==> config.mk <==
export PLATFORM = sky130hd
export DESIGN_NAME = result_deserializer
export DESIGN_NICKNAME = d
export VERILOG_FILES = /design/src/rtl/result_deserializer.sv
export SDC_FILE = /design/constraint.sdc
export NUM_CORES = 1
export LEC_CHECK = 0
export CORE_UTILIZATION = 25
export CTS_BUF_LIST = sky130_fd_sc_hd__clkbuf_8 sky130_fd_sc_hd__clkbuf_16
export CTS_CLUSTER_DIAMETER = 60
export DETAILED_ROUTE_END_ITERATION = 10
export PLACE_DENSITY_LB_ADDON = 0.3
export SLEW_MARGIN = 20
export SYNTH_ARGS = -nofsm -noshare
export SYNTH_HDL_FRONTEND = slang
export SYNTH_SLANG_ARGS = --single-unit
==> constraint.sdc <==
create_clock -name clk -period 2.5 [get_ports clk]
set_input_delay 0.625 -clock clk [delete_from_list [all_inputs] [get_ports clk]]
set_output_delay 0.625 -clock clk [all_outputs]
set_load 0.03 [all_outputs]
==> src/rtl/result_deserializer.sv <==
// Serial-to-parallel result deserializer: 32-bit MSB-first frames into C00..C11.
// Optional frame checking with DRAIN state: define RESULT_DESER_FRAME_CHECK_EN.
module result_deserializer (
  input  logic       clk,
  input  logic       nRST,
  input  logic       serial_in,
  input  logic       recieve,
  input  logic       result_ack,
  output logic [7:0] C00,
  output logic [7:0] C01,
  output logic [7:0] C10,
  output logic [7:0] C11,
  output logic       result_valid,
  output logic       overrun,
  output logic       frame_err,
  output logic       busy
);

`ifdef RESULT_DESER_FRAME_CHECK_EN
  typedef enum logic [1:0] {IDLE, SHIFT, DRAIN} state_t;
`else
  typedef enum logic [0:0] {IDLE, SHIFT} state_t;
`endif

  state_t      state, state_nxt;
  logic [4:0]  count, count_nxt;
  logic [31:0] sr, sr_nxt;
  logic        done;
`ifdef RESULT_DESER_FRAME_CHECK_EN
  logic        err;
`endif

  // State register; reset wins over everything.
  always_ff @(posedge clk) begin
    if (!nRST) state <= IDLE;
    else       state <= state_nxt;
  end

  // Next-state, shift and frame-completion decode.
  // After completion SHIFT is held with count=0 so the next edge can
  // tell a clean stop from a frame that runs long.
  always_comb begin
    state_nxt = state;
    count_nxt = count;
    sr_nxt    = sr;
    done      = 1'b0;
`ifdef RESULT_DESER_FRAME_CHECK_EN
    err       = 1'b0;
`endif
    unique case (state)
      IDLE: begin
        if (recieve) begin
          sr_nxt    = {31'd0, serial_in};
          count_nxt = 5'd1;
          state_nxt = SHIFT;
        end
      end
      SHIFT: begin
        if (recieve) begin
`ifdef RESULT_DESER_FRAME_CHECK_EN
          if (count == 5'd0) begin
            err       = 1'b1;
            state_nxt = DRAIN;
          end else begin
`else
          begin
`endif
            sr_nxt    = {sr[30:0], serial_in};
            count_nxt = count + 5'd1;
            done      = (count == 5'd31);
          end
        end else begin
          state_nxt = IDLE;
          count_nxt = 5'd0;
`ifdef RESULT_DESER_FRAME_CHECK_EN
          if (count != 5'd0) err = 1'b1;
`endif
        end
      end
`ifdef RESULT_DESER_FRAME_CHECK_EN
      DRAIN: begin
        if (!recieve) state_nxt = IDLE;
      end
`endif
      default: state_nxt = IDLE;
    endcase
  end

  // Datapath, result hand-off and status flags.
  always_ff @(posedge clk) begin
    if (!nRST) begin
      count        <= 5'd0;
      sr           <= 32'd0;
      C00          <= 8'd0;
      C01          <= 8'd0;
      C10          <= 8'd0;
      C11          <= 8'd0;
      result_valid <= 1'b0;
      overrun      <= 1'b0;
    end else begin
      count <= count_nxt;
      sr    <= sr_nxt;
      if (done) begin
        C00 <= sr_nxt[31:24];
        C01 <= sr_nxt[23:16];
        C10 <= sr_nxt[15:8];
        C11 <= sr_nxt[7:0];
      end
      if (done)            result_valid <= 1'b1;
      else if (result_ack) result_valid <= 1'b0;
      if (done && result_valid && !result_ack)
        overrun <= 1'b1;
    end
  end

`ifdef RESULT_DESER_FRAME_CHECK_EN
  // One-cycle malformed-frame pulse.
  always_ff @(posedge clk) begin
    if (!nRST) frame_err <= 1'b0;
    else       frame_err <= err;
  end
`else
  assign frame_err = 1'b0;
`endif

  assign busy = (state != IDLE);

endmodule

# Word level (Yosys, flattened, before mapping)
# Cells that the tools add are included.
dict set report word_totals {
  register_bits 72
  inputBits 5
  out_inout_bits 36
  wordCells 28
}
dict set report op_classes {
  n_addsub 1
  n_eq_ne 2
  muxes 11
  bitwise_logic 1
  n_reduce_logical 4
}
# op count
set op_table {}
lappend op_table {{two-way mux 32 bit} 2}
lappend op_table {{case mux 32 bit (2 select lines)} 1}
lappend op_table {{two-way mux 5 bit} 2}
lappend op_table {{case mux 5 bit (2 select lines)} 1}
lappend op_table {{adder 5 x 1 -> 5 bit (second input constant)} 1}
lappend op_table {{== test 5 bit (second input constant)} 1}
lappend op_table {{two-way mux 1 bit} 5}
lappend op_table {{logical AND 1 bit} 2}
lappend op_table {{inequality test 2 bit (second input constant)} 1}
lappend op_table {{nonzero test 2 bit} 1}
lappend op_table {{zero test 1 bit} 1}
lappend op_table {{NOT 1 bit} 1}

# Depth between registers and ports, before layout
dict set report depth {
  word_depth 5
  ltp_mapped 8
  ltp_nobuf 6
}

# Worst setup path before layout
# Ideal clock, no wire load.
dict set report synth_timing {
  path_type {register -> register}
  from {register count[0]}
  to {register C10[0]}
  setup_ps 132
  arrival_time_ps 1426
  required_time_ps 2368
  setup_slack_ps 941
  path_stages_with_launch 9
  path_buffers 2
  synth_period_minus_slack_ps 1559
  path_cell_list {dfxtp_1 > ha_1 > and3_1 > ha_1 > and3_1 > clkbuf_1 > buf_2 > nand2_1 > a21oi_1}
}
dict set report synth_via {
  elab_chain_len 3
}
# element line
set synth_rtl {}
lappend synth_rtl {{from (decl)} 26} ;# logic [4:0] count, count_nxt;
lappend synth_rtl {{from (signal assigned)} 101} ;# count <= count_nxt;
lappend synth_rtl {{== test 5 bit} 70} ;# done = (count == 5'd31);
lappend synth_rtl {{two-way mux 1 bit} 59} ;# if (recieve) begin
lappend synth_rtl {{two-way mux 1 bit} 50} ;# unique case (state)
lappend synth_rtl {{to (signal assigned)} 106} ;# C10 <= sr_nxt[15:8];
lappend synth_rtl {{to (decl)} 11} ;# output logic [7:0] C10,
# No other way between the ends.
# A chain may end at the register's enable or synchronous reset.

# Final worst setup path
dict set report layout_timing {
  from {register state, in the netlist busy}
  to {output port busy}
}
# element line
set layout_lines {}
lappend layout_lines {{from (decl)} 25} ;# state_t state, state_nxt;
lappend layout_lines {{from (signal assigned)} 36} ;# else state <= state_nxt;
lappend layout_lines {{to (decl)} 16} ;# output logic busy
# No word-level cell between the ends.

==> impl_metrics.env <==
export IMPL_num_rows=36
export IMPL_p_sw_share_pct=22.2
export IMPL_finalMaxSlewViolations=0
export IMPL_r2r_start="count[0]"
export IMPL_ys_seq_area_share_pct=55.3
export IMPL_post_route_period_util_pct=85.6
export IMPL_grt_max_degree=36
export IMPL_gr_total_overflow=0
export IMPL_arrival_ns=1.51
export IMPL_crit_start="busy"
export IMPL_final_net_count=352
export IMPL_final_setup_viol_count=0
export IMPL_grt_pass1_vias=1885
export IMPL_p_int_uw=1490
export IMPL_synthCells=311
export IMPL_ys_top_cells_by_area="dfxtp_1, a21oi_1, nand2_1, nor2b_1, nor2_1"
export IMPL_crit_slowest_cell="clkdlybuf4s50_1"
export IMPL_cts_buffers_inserted=9
export IMPL_cts_root_buf="clkbuf_8"
export IMPL_clockBufferDepth=2
export IMPL_placed_area_um2=3090
export IMPL_antenna_found_initial=0
export IMPL_cap_violations=0
export IMPL_fin_setup_tns_ns=0
export IMPL_worstPathRequired_ns=1.88
export IMPL_diodes=0
export IMPL_hold_buffers=0
export IMPL_ir_worst_vdd_v=0.000256
export IMPL_pwr_density_cell_nw_per_um2=592
export IMPL_synth_area_um2=2570
export IMPL_layout_commonest_cell="dfxtp_1"
export IMPL_drc=0
export IMPL_grt_util_all_layers_pct=10.9
export IMPL_ys_ff_latch=71
export IMPL_clk_pin_slew_ns=0.07
export IMPL_start_util_pct=26.1
export IMPL_clkLatencyLatePin_ns=0.34
export IMPL_hold_violations=0
export IMPL_gp_congestion=0.651
export IMPL_synth_warnings=0
export IMPL_worst_path_buf_inv=1
export IMPL_comb_power_share_pct=3.2
export IMPL_start_kind="flop"
export IMPL_crit_path_max_fanout=7
export IMPL_cp_top_family="buffers and inverters"
export IMPL_p_clk_share_pct=37.3
export IMPL_avgViaCountPerCell=4.28
export IMPL_synth_cell_types=24
export IMPL_hold_path_class="flop to flop"
export IMPL_crit_chain="clkdlybuf4s50_1"
export IMPL_dp_hpwl_mm=3.31
export IMPL_cts_max_level=3
export IMPL_total_leakage_power_uw=0.00112
export IMPL_io_buffers=39
export IMPL_grt_pass1_wl_mm=8.76
export IMPL_area_growth_pct=25.6
export IMPL_cpPeakStageDelay_ns=0.72
export IMPL_fmax_ghz=0.467
export IMPL_rr_worst_depth=7
export IMPL_cts_setup_buffers=0
export IMPL_fin_skew_ns=0.00674
export IMPL_fillers=1062
export IMPL_die_width_um=103
export IMPL_critPathCaptureType="output pin"
export IMPL_final_layout_size_suffix_gt1_share_pct=5.46
export IMPL_wl_per_cell_um=11.1
export IMPL_core_um2=9860
export IMPL_crit_cells=1
export IMPL_ctsResizeCount=0
export IMPL_grt_setup_unrepaired="false"
export IMPL_cts_tree="done"
export IMPL_mostFrequentLayoutCells="dfxtp_1, nand2_1, a21oi_1"
export IMPL_first_pass_iters=4
export IMPL_syn_area_per_cell_um2=8.27
export IMPL_antenna_left=0
export IMPL_synth_top_area_share_pct=55.3
export IMPL_cts_sinks=71
export IMPL_p_switching_uw=425
export IMPL_die_area_um2=10700
export IMPL_ios=41
export IMPL_seqPwrFrac_pct=59.5
export IMPL_drt_total_wl_mm=5.34
export IMPL_final_area_um2=3230
export IMPL_r2r_end="overrun"
export IMPL_endpoint="busy"
export IMPL_via_count=2059
export IMPL_critPathKind="flop to output pin"
export IMPL_finalCriticalPeriod_ns=2.14
export IMPL_synth_largest_area_cell="dfxtp_1"
export IMPL_drt_iter0_markers=88
export IMPL_reg2reg_slack_ns=0.75
export IMPL_chipHeight_um=103
export IMPL_synth_nets=318
export IMPL_outcome="finished clean"
cell usage after synthesis, drive strengths merged:
| cell | count |
|---|---|
| clkbuf | 10 |
| o21ai | 1 |
| conb | 1 |
| inv | 1 |
| ha | 2 |
| nor2b | 30 |
| nand2 | 65 |
| buf | 13 |
| and2 | 2 |
| and3b | 1 |
| dfxtp | 71 |
| a22oi | 2 |
| a31oi | 1 |
| nand3b | 1 |
| o21a | 1 |
| nor2 | 36 |
| mux2i | 1 |
| nand3 | 3 |
| or3b | 1 |
| a21oi | 64 |
| a211oi | 1 |
| and3 | 2 |
| nand2b | 1 |
power groups by stage:
stage,Clock [uW],Combinational (uW),Sequential [uW]
finish,713,60.5,1140
global route,797,66.1,1140
floorplan,0,39.1,1160
detailed placement,0,61.5,1160
CTS,745,61.9,1140
global placement,0,60.6,1160
how the worst min path moves through the flow:
| stage | start | endpoint | slack [ns] | cells after the start |
|---|---|---|---|---|
| 6_report | C01[0] | C01[0] | 0.45 | 2 |
| 4_1_cts | C10[2] | C10[2] | 0.46 | 2 |
| 5_1_grt | C01[2] | C01[2] | 0.47 | 2 |
| 3_3_place_gp | C10[2] | C10[2] | 0.44 | 2 |
| 2_1_floorplan | sr[30] | C00[7] | 0.43 | 2 |
| 3_5_place_dp | C11[0] | C11[0] | 0.45 | 2 |
flip-flops by register name, indices dropped and copies added, names as in the netlist:
name,cells
busy,1
C01,8
C10,8
C00,8
C11,8
overrun,1
sr,31
result_valid,1
count,5
per-stage QoR:
stage          util (%)  hold WS, ns  power (uW)  setup slack [ns]  std cells
2_1_floorplan         -        0.427        1200             0.941        311
3_3_place_gp       31.3        0.445        1220             0.461        467
3_5_place_dp       31.3        0.446        1230             0.428        467
4_1_cts            32.7        0.458        1950             0.327        481
5_1_grt            32.7        0.472        2000             0.302        481
6_report           32.7        0.453        1910             0.361        481
logic make-up (layout without fill, tap and decap cells):
group,Yosys count,count (layout),synth area share (%)
other,1,1,0.146
adder cells (fa/ha/maj),2,2,0.973
AND/OR/NAND/NOR,142,142,24.8
AO/OA/AOI/OAI,70,70,14.1
flip-flops,71,71,55.3
buffers and inverters,24,61,4.33
multiplexers,1,1,0.389
cell type report:
type	count	area, um^2	share of cell area [%]
clock inverter	5	21.3	0.658
timing repair buffer	46	455	14.1
sequential	71	1420	44.0
clock buffer	9	124	3.83
inverter	1	3.75	0.116
tap	133	166	5.15
multi-input combinational	216	1040	32.1
layer usage:
| metal | wire [um] | GRT usage (%) |
|---|---|---|
| met1 | 2640 | 13.1 |
| met2 | 2380 | 17.0 |
| met3 | 221 | 3.70 |
| met4 | 104 | 6.07 |
| met5 | 0 | 0 |
Note: power is estimated with default switching activity, not from simulation.
